File: config.mk
export PLATFORM = sky130hd
export DESIGN_NAME = reset_sequencer
export DESIGN_NICKNAME = d
export VERILOG_FILES = /design/src/rtl/reset_seq_pkg.sv /design/src/rtl/sync_2ff.sv /design/src/rtl/reset_sequencer.sv
export SDC_FILE = /design/constraint.sdc
export NUM_CORES = 1
export LEC_CHECK = 0
export CORE_UTILIZATION = 30
export CTS_BUF_LIST = sky130_fd_sc_hd__clkbuf_2
export CTS_CLUSTER_DIAMETER = 200
export CTS_CLUSTER_SIZE = 24
export DETAILED_ROUTE_END_ITERATION = 10
export GPL_ROUTABILITY_DRIVEN = 1
export SLEW_MARGIN = 20
export SYNTH_ARGS = -nofsm -noshare
export SYNTH_HDL_FRONTEND = slang
export SYNTH_SLANG_ARGS = --single-unit
File: constraint.sdc
create_clock -name clk_In -period 2.25 [get_ports clk_In]
set_input_delay 0.45 -clock clk_In [delete_from_list [all_inputs] [get_ports clk_In]]
set_output_delay 0.45 -clock clk_In [all_outputs]
set_load 0.005 [all_outputs]
File: src/rtl/reset_seq_pkg.sv
`default_nettype none
// ============================================================================
// Module   : reset_seq_pkg
// Brief    : State encodings and shared widths for the reset sequencer.
// Revision : 1.0 - initial release
// ============================================================================
package reset_seq_pkg;

    typedef enum logic [2:0] {
        ST_WAIT_LOCK = 3'd0,
        ST_FILTER    = 3'd1,
        ST_RELEASE   = 3'd2,
        ST_RUN       = 3'd3,
        ST_HOLD      = 3'd4
    } state_e;

    localparam int CNT_W_DEFAULT = 8;
    localparam int RELOCK_CNT_W  = 8;

endpackage
`default_nettype wire

File: src/rtl/sync_2ff.sv
`default_nettype none
// ============================================================================
// Module   : sync_2ff
// Brief    : Generic two-flop synchronizer with asynchronous active-low clear.
// Revision : 1.0 - initial release
// ============================================================================
module sync_2ff #(
    parameter int WIDTH = 1
) (
    input  logic             clk,
    input  logic             rst_n,
    input  logic [WIDTH-1:0] d_in,
    output logic [WIDTH-1:0] q_out
);

    logic [WIDTH-1:0] meta_q;
    logic [WIDTH-1:0] sync_q;

    always_ff @(posedge clk or negedge rst_n) begin
        if (!rst_n) begin
            meta_q <= '0;
            sync_q <= '0;
        end else begin
            meta_q <= d_in;
            sync_q <= meta_q;
        end
    end

    assign q_out = sync_q;

endmodule
`default_nettype wire

File: src/rtl/reset_sequencer.sv
`default_nettype none
// ============================================================================
// Module   : reset_sequencer
// Brief    : PLL-lock filtered, ordered release of per-domain active-low resets.
//            Optional relock counter output: RESET_SEQ_RELOCK_CNT_EN.
// Revision : 1.0 - initial release
// ============================================================================
module reset_sequencer
    import reset_seq_pkg::*;
#(
    parameter int NUM_DOMAINS        = 4,
    parameter int LOCK_FILTER_CYCLES = 100,
    parameter int STAGE_GAP_CYCLES   = 16,
    parameter int SW_HOLD_CYCLES     = 32,
    parameter int CNT_W              = CNT_W_DEFAULT
) (
    input  logic                   clk_In,
    input  logic                   rst_n_In,
    input  logic                   clk_lock,
    input  logic                   sw_rst_req,
    output logic [NUM_DOMAINS-1:0] rst_n_out,
    output logic                   seq_done,
    output logic                   lock_lost,
    output logic [2:0]             state_out
`ifdef RESET_SEQ_RELOCK_CNT_EN
    ,
    output logic [RELOCK_CNT_W-1:0] relock_cnt
`endif
);

    localparam int IDX_W = (NUM_DOMAINS > 1) ? $clog2(NUM_DOMAINS) : 1;

    // Terminal counts: the action fires on the N-th edge, counting from 0.
    localparam logic [CNT_W-1:0] FILTER_LAST = CNT_W'(LOCK_FILTER_CYCLES - 1);
    localparam logic [CNT_W-1:0] GAP_LAST    = CNT_W'(STAGE_GAP_CYCLES - 1);
    localparam logic [CNT_W-1:0] HOLD_LAST   = CNT_W'(SW_HOLD_CYCLES - 1);
    localparam logic [IDX_W-1:0] LAST_IDX    = IDX_W'(NUM_DOMAINS - 1);

    logic                   lock_s;
    state_e                 state_q, state_d;
    logic [CNT_W-1:0]       cnt_q, cnt_d, cnt_inc;
    logic [IDX_W-1:0]       idx_q, idx_d;
    logic [NUM_DOMAINS-1:0] rst_n_out_q, rst_n_out_d, release_bit;
    logic                   seq_done_q, seq_done_d;
    logic                   lock_lost_q, lock_lost_d;

    sync_2ff #(
        .WIDTH (1)
    ) u_lock_sync (
        .clk   (clk_In),
        .rst_n (rst_n_In),
        .d_in  (clk_lock),
        .q_out (lock_s)
    );

    assign cnt_inc     = (&cnt_q) ? cnt_q : cnt_q + CNT_W'(1);
    assign release_bit = NUM_DOMAINS'(1) << idx_q;

    always_comb begin
        state_d     = state_q;
        cnt_d       = cnt_inc;
        idx_d       = idx_q;
        rst_n_out_d = rst_n_out_q;
        seq_done_d  = seq_done_q;
        lock_lost_d = lock_lost_q;

        case (state_q)
            ST_WAIT_LOCK: begin
                rst_n_out_d = '0;
                seq_done_d  = 1'b0;
                cnt_d       = '0;
                idx_d       = '0;
                if (lock_s) begin
                    state_d = ST_FILTER;
                end
            end
            ST_FILTER: begin
                rst_n_out_d = '0;
                seq_done_d  = 1'b0;
                if (!lock_s) begin
                    state_d = ST_WAIT_LOCK;
                    cnt_d   = '0;
                end else if (cnt_q == FILTER_LAST) begin
                    state_d = ST_RELEASE;
                    cnt_d   = '0;
                    idx_d   = '0;
                end
            end
            ST_RELEASE: begin
                if (!lock_s) begin
                    state_d     = ST_WAIT_LOCK;
                    rst_n_out_d = '0;
                    seq_done_d  = 1'b0;
                    cnt_d       = '0;
                end else if (cnt_q == GAP_LAST) begin
                    rst_n_out_d = rst_n_out_q | release_bit;
                    idx_d       = idx_q + IDX_W'(1);
                    cnt_d       = '0;
                    if (idx_q == LAST_IDX) begin
                        state_d    = ST_RUN;
                        seq_done_d = 1'b1;
                        idx_d      = '0;
                    end
                end
            end
            ST_RUN: begin
                rst_n_out_d = '1;
                seq_done_d  = 1'b1;
                cnt_d       = '0;
                if (!lock_s) begin
                    state_d     = ST_WAIT_LOCK;
                    rst_n_out_d = '0;
                    seq_done_d  = 1'b0;
                    lock_lost_d = 1'b1;
                end else if (sw_rst_req) begin
                    state_d     = ST_HOLD;
                    rst_n_out_d = '0;
                    seq_done_d  = 1'b0;
                end
            end
            ST_HOLD: begin
                rst_n_out_d = '0;
                seq_done_d  = 1'b0;
                if (!lock_s) begin
                    state_d = ST_WAIT_LOCK;
                    cnt_d   = '0;
                end else if (cnt_q == HOLD_LAST) begin
                    // Lock never dropped, so the filter is skipped on re-release.
                    state_d = ST_RELEASE;
                    cnt_d   = '0;
                    idx_d   = '0;
                end
            end
            default: begin
                state_d     = ST_WAIT_LOCK;
                rst_n_out_d = '0;
                seq_done_d  = 1'b0;
                cnt_d       = '0;
                idx_d       = '0;
            end
        endcase
    end

    always_ff @(posedge clk_In or negedge rst_n_In) begin
        if (!rst_n_In) begin
            state_q     <= ST_WAIT_LOCK;
            cnt_q       <= '0;
            idx_q       <= '0;
            rst_n_out_q <= '0;
            seq_done_q  <= 1'b0;
            lock_lost_q <= 1'b0;
        end else begin
            state_q     <= state_d;
            cnt_q       <= cnt_d;
            idx_q       <= idx_d;
            rst_n_out_q <= rst_n_out_d;
            seq_done_q  <= seq_done_d;
            lock_lost_q <= lock_lost_d;
        end
    end

    assign rst_n_out = rst_n_out_q;
    assign seq_done  = seq_done_q;
    assign lock_lost = lock_lost_q;
    assign state_out = state_q;

`ifdef RESET_SEQ_RELOCK_CNT_EN
    logic [RELOCK_CNT_W-1:0] relock_cnt_q, relock_cnt_d;

    // Lock loss has top priority in RUN, so this is exactly the RUN->WAIT_LOCK exit.
    always_comb begin
        relock_cnt_d = relock_cnt_q;
        if ((state_q == ST_RUN) && !lock_s && !(&relock_cnt_q)) begin
            relock_cnt_d = relock_cnt_q + RELOCK_CNT_W'(1);
        end
    end

    always_ff @(posedge clk_In or negedge rst_n_In) begin
        if (!rst_n_In) begin
            relock_cnt_q <= '0;
        end else begin
            relock_cnt_q <= relock_cnt_d;
        end
    end

    assign relock_cnt = relock_cnt_q;
`endif

endmodule
`default_nettype wire

# After elaboration in Yosys (flattened, before gate mapping)
# Index checks and enable logic that the tools add are counted.
# op_classes
add_sub_neg,2
eq_ne,20
shifts,1
mux,38
bitwise_logic,3
reduce_logical,6
# op_table
op,count
2-to-1 mux 8 bit,7
2-to-1 mux 3 bit,10
case mux 8 bit (3 select lines),1
2-to-1 mux 4 bit,4
inequality test 3 bit (second input constant),5
case mux 3 bit (5 select lines),1
2-to-1 mux 2 bit,7
adder 8 x 1 -> 8 bit (second input constant),1
equality test 8 x 4 -> 1 bit (second input constant),1
equality test 8 x 5 -> 1 bit (second input constant),1
equality test 8 x 7 -> 1 bit (second input constant),1
inequality test 2 x 1 -> 1 bit (second input constant),4
case mux 2 bit (4 select lines),1
case mux 4 bit (2 select lines),1
AND reduction 8 bit,1
AND reduction 7 bit,1
equality test 3 x 2 -> 1 bit (second input constant),2
inequality test 2 bit (second input constant),3
AND reduction 6 bit,1
2-to-1 mux 1 bit,5
OR 4 bit,1
AND reduction 2 bit,2
left shift 1 x 2 -> 4 bit (first input constant),1
equality test 3 x 1 -> 1 bit (second input constant),1
6 further kinds,7
# word_totals
reg_bits,21
inputBits,4
output_inout_bits,9
wordCells,78

# Logic depth before layout (Yosys ltp)
# Gate-level depths: netlist (run 1).
# logic_depth
word_depth,5
depth_mapped,6
mapped_depth_nobuf,6

# Modules after synthesis
# From an unflattened synthesis (run 1), not the netlist that was laid out.
# hier_totals
hier_cells,119
area_unflattened_um2,1211.2
# modules_own_cells
module,n_inst,cells_each,area_each_um2,seq_area_each_um2
reset_sequencer,1,117,1161.1,475.5
sync_2ff,1,2,50.0,50.0

# Worst setup path before layout (run 1)
# Ideal clock, no wire load.
# synth_timing
path_type,register to register
startpoint,register cnt_q[0]
endpoint,register idx_q[0]
setup_ns,0.128
arrival_ns,1.855
t_required_ns,2.122
path_slack_ns,0.267
stages_incl_launch_ff,7
path_buffers,0
synth_period_minus_slack_ns,1.983
cell_sequence,dfrtp_1 -> ha_1 -> nand3_1 -> nor4b_1 -> nor2_1 -> nor4_4 -> mux2_1
# synth_between
elab_chain_cells,3
elab_cells_between_ends,7
cone_classes,eq/ne: 6; reduce/logical: 1
# synth_rtl
element,line,source
from (decl),reset_sequencer.sv:41,"logic [CNT_W-1:0] cnt_q, cnt_d, cnt_inc;"
from (signal assigned),reset_sequencer.sv:154,cnt_q <= cnt_d;
"equality test 8 x 5 -> 1 bit, or another cell as far along",reset_sequencer.sv:127,end else if (cnt_q == HOLD_LAST) begin
inequality test 2 bit (no source line),--,
AND reduction 7 bit (no source line) *,--,
to (signal assigned),reset_sequencer.sv:155,idx_q <= idx_d;
to (decl),reset_sequencer.sv:42,"logic [IDX_W-1:0] idx_q, idx_d;"
# Mark *: on every way between the ends. The rest lies on a longest branch, timed or not.
# A chain may end at the register's enable or synchronous reset.

# Final worst setup path (run 1)
# Same ends and word-level chain as after synthesis.

==> results of run 1 <==
[metrics by stage]
stage	setup WS [ps]	cell area (um2)	std cells
floorplan	267	1150	124
finish	168	1360	187
global placement	144	1330	183
detailed placement	59.1	1330	183
global route	9.73	1360	187
CTS	44.1	1350	187
[path summary, 6_finish.rpt]
kind,startpoint,end,slack (ps),cells after the start
worst max-delay path,cnt_q[0]$_DFF_PN0_,idx_q[0]$_DFFE_PN0P_,170,6
worst min-delay path,u_lock_sync.meta_q$_DFF_PN0_,u_lock_sync.q_out$_DFF_PN0_,380,0
worst max register to register,cnt_q[0]$_DFF_PN0_,idx_q[0]$_DFFE_PN0P_,170,6
worst min register to register,u_lock_sync.meta_q$_DFF_PN0_,u_lock_sync.q_out$_DFF_PN0_,380,0
max in group asynchronous,rst_n_In,cnt_q[7]$_DFF_PN0_,1600,2
min in group asynchronous,rst_n_In,u_lock_sync.meta_q$_DFF_PN0_,430,2
[layout by cell type, fill, tap and decap left out, types with 4 or more instances in the layout]
cell type	synthesis	routed
nand2_1	8	8
a21oi_1	10	10
nor3_1	6	6
o21ai_0	8	8
dfrtp_1	21	21
clkbuf_2	0	4
inv_1	11	11
nor2_1	17	17
ha_1	5	5
clkdlybuf4s50_1	0	12
[state kept, by name, indices dropped and copies added (netlist names)]
name	cells
cnt_q	8
idx_q	2
lock_lost	1
rst_n_out	4
seq_done	1
state_out	3
u_lock_sync.meta_q	1
u_lock_sync.q_out	1
[where the power goes]
part / switching [mW] / internal (mW) / total (mW)
Combinational: 0.107 / 0.118 / 0.225
Clock: 0.114 / 0.0471 / 0.161
Sequential: 0.0441 / 0.410 / 0.454
[cell families (layout without fill, tap and decap cells)]
family | count (synthesis) | after routing | synth area share
xor+xnor | 3 | 3 | 0.0229
flops | 21 | 21 | 0.458
mux | 3 | 3 | 0.0273
compound gates | 28 | 28 | 0.162
buf+inv | 15 | 30 | 0.0502
fa+ha+maj | 5 | 5 | 0.0545
simple gates | 49 | 49 | 0.225
[layer usage]
layer	track usage	share of wire	wire length, um
met1	0.159	0.48	1060
met2	0.199	0.50	1110
met3	0.0161	0.019	42
met4	0.0341	0.0054	12
met5	0	0	0
[final cells by class]
class / count / area share
Clock buffer: 4 / 0.0147
Timing Repair Buffer: 15 / 0.105
Multi-Input combinational cell: 88 / 0.420
Sequential cell: 21 / 0.386
Inverter: 11 / 0.0304
Tap cell: 48 / 0.0442
[worst reg2reg max path, stage by stage, from the launching register on]
cell	delay (ps)
dfrtp_1	430
ha_1	240
nand4_1	180
o211ai_2	220
a21bo_4	270
nor4_4	310
mux2_1	350
[timing repair]
item,4_1_cts,5_1_grt
endpoints found under the setup margin,0,2
setup buffers,0,0
gates resized for setup,0,1
==> impl_metrics.env, run 1 <==
export IMPL_status="complete, no violations"
export IMPL_rows=22
export IMPL_insertion_delay_ps=320
export IMPL_vias=906
export IMPL_finalPower_uw=839
export IMPL_slowest_delay_ps=430
export IMPL_fill_cells=383
export IMPL_antenna_diode_count=0
export IMPL_yosys_register_bits=21
export IMPL_clk_pin_slew_ps=200
export IMPL_grt_pass1_wl_um=3930
export IMPL_worst_slew_pin_slew_ps=446
export IMPL_fin_skew_ps=8.74
export IMPL_ioPinCount=13
export IMPL_ir_drop_uv=284
export IMPL_synthMostInstantiatedCell="dfrtp_1"
export IMPL_maxCapViolations=0
export IMPL_crit_family="simple AND/OR/NAND/NOR gates"
export IMPL_power_leakage_nw=0.564
export IMPL_critPathKind="reg -> reg"
export IMPL_die_y_um=63.8
export IMPL_synthArstFlopShare=1.00
export IMPL_drcViolationCount=0
export IMPL_setup_tns_ps=0
export IMPL_synth_largest_area_cell="dfrtp_1"
export IMPL_synth_area_um2=1150
export IMPL_drv_slew=0
export IMPL_die_w_um=63.8
export IMPL_arrival_ps=2300
export IMPL_max_freq_ghz=0.480
export IMPL_cp_slowest_cell="dfrtp_1"
export IMPL_grt_usage=0.119
export IMPL_final_util=0.371
export IMPL_yosys_warnings=0
export IMPL_regArea_um2=526
export IMPL_relSlewSlack=0.702
export IMPL_cts_tree="built"
export IMPL_gp_congestion=0.793
export IMPL_nNetsFinal=149
export IMPL_crit_fanout=5
export IMPL_start_kind="flip-flop"
export IMPL_synth_distinct_cells=33
export IMPL_synth_edf_count=0
export IMPL_drt_pass1_iter_count=4
export IMPL_ys_seq_area_frac=0.458
export IMPL_antenna_found_initial=0
export IMPL_cts_sinks=21
export IMPL_drt_iter0_drc=21
export IMPL_start_util=0.313
export IMPL_viasPerCell=4.84
export IMPL_drtAntennaViolNets=0
export IMPL_min_period_ps=2080
export IMPL_cts_buffers=3
export IMPL_wirelength_um=2230
export IMPL_crit_buf_inv=0
export IMPL_netlist_top_cells_count="dfrtp_1, nor2_1, inv_1"
export IMPL_hold_ws_ps=384
export IMPL_drive_above_1_share=0.0935
export IMPL_grt_max_degree=22
export IMPL_clock_path_buffers=2
export IMPL_ys_dominant_reg_cell="dfrtp_1"
export IMPL_cts_root_buf="clkbuf_2"
export IMPL_fin_crit_sh=0.925
export IMPL_holdCritPathClass="reg -> reg"
export IMPL_grt_pass1_vias=900
export IMPL_core_area_um2=3660
export IMPL_syn2layout_area_growth_pct=18.5
export IMPL_dieArea_um2=4080
export IMPL_setup_viol=0
export IMPL_place_hpwl_um=1670
export IMPL_rsz0062_at_grt="no"
export IMPL_cp_cell_sequence="ha_1 -> nand4_1 -> o211ai_2 -> a21bo_4 -> nor4_4 -> mux2_1"
export IMPL_numPortBuffers=12
export IMPL_synth_area_leaders="dfrtp_1, nor2_1, ha_1, a21oi_1, inv_1"
export IMPL_hold_viol=0
export IMPL_multi_input_area_um2=571
export IMPL_synth_top_area_frac=0.458
export IMPL_required_ps=2470
export IMPL_cts_hold_fix_buffers=0
export IMPL_critPathCaptureType="flip-flop"
export IMPL_grt_overflow=0
export IMPL_h_tree_depth=1
export IMPL_p_per_area_nw_per_um2=617
export IMPL_avgSynthCellArea_um2=9.25
export IMPL_wl_per_cell_um=11.9
export IMPL_synth_fp_nets=133
export IMPL_syn_inst=124
(Power assumes the default switching activity.)
==> run 2, diff against run 1 <==
CTS_BUF_LIST = sky130_fd_sc_hd__clkbuf_16   (was sky130_fd_sc_hd__clkbuf_2)
==> run 2 against run 1 <==
Net effect: first-iteration DRC count fell by 9.5%; combinational power barely moved; clock power rose by 130%; die area did not move; sequential cell count did not move; wire length rose by 3.6%; clock skew fell by 3.4 ps; maximum frequency rose by 0.50%; utilization rose by 1.6 points; global-route usage rose by 0.57 points; design area rose by 4.3%; cell count did not move; largest cell class unchanged; highest routed layer unchanged.
==> impl_metrics.env, run 2 (synthesis results as in run 1) <==
export IMPL_ir_drop_uv=326
export IMPL_post_place_cells=183
export IMPL_antenna_found_initial=0
export IMPL_clock_path_buffers=2
export IMPL_drv_slew=0
export IMPL_nNetsFinal=149
export IMPL_layout_cells_most_common="dfrtp_1"
export IMPL_wirelength_um=2310
export IMPL_arrival_ps=2200
export IMPL_min_period_ps=2070
export IMPL_drcViolationCount=0
export IMPL_viasPerCell=4.89
export IMPL_start_kind="flip-flop"
export IMPL_fill_cells=374
export IMPL_place_hpwl_um=1670
export IMPL_cts_root_buf="clkbuf_16"
export IMPL_critPathCaptureType="flip-flop"
export IMPL_gp_congestion=0.793
export IMPL_drtAntennaViolNets=0
export IMPL_ioPinCount=13
export IMPL_fin_cells=187
export IMPL_dieArea_um2=4080
export IMPL_grt_pass1_wl_um=4000
export IMPL_die_y_um=63.8
export IMPL_numPortBuffers=12
export IMPL_drt_pass1_iter_count=4
export IMPL_rows=22
export IMPL_largest_reg_flops=8
export IMPL_final_cell_mix="dfrtp_1, nor2_1, inv_1, clkdlybuf4s50_1, a21oi_1"
export IMPL_insertion_delay_ps=250
export IMPL_grt_overflow=0
export IMPL_fin_crit_sh=0.921
export IMPL_critPathKind="reg -> reg"
export IMPL_multi_input_area_um2=571
export IMPL_cts_buffers=3
export IMPL_h_tree_depth=1
export IMPL_setup_tns_ps=0
export IMPL_drive_above_1_share=0.0863
export IMPL_maxCapViolations=0
export IMPL_syn2layout_area_growth_pct=23.7
export IMPL_regArea_um2=526
export IMPL_wl_per_cell_um=12.3
export IMPL_crit_fanout=5
export IMPL_antenna_diode_count=0
export IMPL_grt_pass1_vias=903
export IMPL_core_area_um2=3660
export IMPL_status="complete, no violations"
export IMPL_cts_hold_fix_buffers=0
export IMPL_p_per_area_nw_per_um2=739
export IMPL_rsz0062_at_grt="no"
export IMPL_grt_max_degree=22
export IMPL_grt_usage=0.125
export IMPL_die_w_um=63.8
export IMPL_cts_tree="built"
export IMPL_setup_viol=0
export IMPL_vias=914
export IMPL_hold_viol=0
export IMPL_cts_sinks=21
export IMPL_worst_slew_pin_slew_ps=460
export IMPL_top_register="cnt_q"
export IMPL_start_util=0.313
export IMPL_relSlewSlack=0.692
export IMPL_required_ps=2380
export IMPL_fin_skew_ps=5.36
export IMPL_clk_pin_slew_ps=60
export IMPL_holdCritPathClass="reg -> reg"
export IMPL_power_leakage_nw=0.590
export IMPL_drt_iter0_drc=19
export IMPL_max_freq_ghz=0.483
[run 2: timing repair]
item                                    in CTS  in global routing
endpoints found under the setup margin       0                  1
resized for setup                            0                  1
buffers inserted                             0                  0
[run 2: power by group]
group | total [mW] | leakage, nW | internal [mW] | switching (mW)
clock network | 0.368 | 0.0423 | 0.237 | 0.131
logic | 0.227 | 0.265 | 0.118 | 0.108
registers | 0.454 | 0.283 | 0.410 | 0.0441
total | 1.05 | 0.590 | 0.765 | 0.284
[run 2: metrics by stage]
stage	util	hold WS, ps	setup WS [ps]	cell area [um2]	total power, mW
floorplan	-	154	267	1150	0.598
global placement	0.364	338	144	1330	0.679
detailed placement	0.364	348	59.1	1330	0.687
CTS	0.386	361	47.5	1410	1.06
global route	0.388	375	7.93	1420	1.11
finish	0.388	356	179	1420	1.05
[run 2: area by class of cell]
class | count | area share
Tap cell | 48 | 0.0423
Clock inverter | 1 | 0.00265
Multi-Input combinational cell | 88 | 0.402
Timing Repair Buffer | 15 | 0.101
Sequential cell | 21 | 0.370
Inverter | 11 | 0.0291
Clock buffer | 3 | 0.0529
[run 2: critical path, cell delays in order (launching register included)]
cell and delay, ps:
dfrtp_1 380, ha_1 240, nand4_1 180, o211ai_2 220
a21bo_4 270, nor4_4 320, mux2_1 350
[run 2: path summary, 6_finish.rpt]
path / startpoint / slack [ps] / end / cells past startpoint
hold / removal: u_lock_sync.meta_q$_DFF_PN0_ / 360 / u_lock_sync.q_out$_DFF_PN0_ / 0
setup / recovery: cnt_q[0]$_DFF_PN0_ / 180 / idx_q[0]$_DFFE_PN0P_ / 6
setup reg to reg: cnt_q[0]$_DFF_PN0_ / 180 / idx_q[0]$_DFFE_PN0P_ / 6
min in group asynchronous: rst_n_In / 530 / state_out[0]$_DFFE_PN0P_ / 2
hold reg to reg: u_lock_sync.meta_q$_DFF_PN0_ / 360 / u_lock_sync.q_out$_DFF_PN0_ / 0
max in group asynchronous: rst_n_In / 1500 / cnt_q[7]$_DFF_PN0_ / 2
[run 2: per-layer routing]
| metal | GRT usage | vias to the layer above | wire [um] |
|---|---|---|---|
| met2 | 0.205 | 14 | 1140 |
| li1 | - | 455 | - |
| met3 | 0.0214 | 5 | 58 |
| met1 | 0.161 | 440 | 1080 |
| met5 | 0 | - | 0 |
| met4 | 0.0511 | 0 | 36 |
==> run 3, diff against run 2 <==
CTS_CLUSTER_DIAMETER = 80   (was 200)
==> results of run 3 <==
No change in the layout: final DEF, timing and power equal those of run 2.
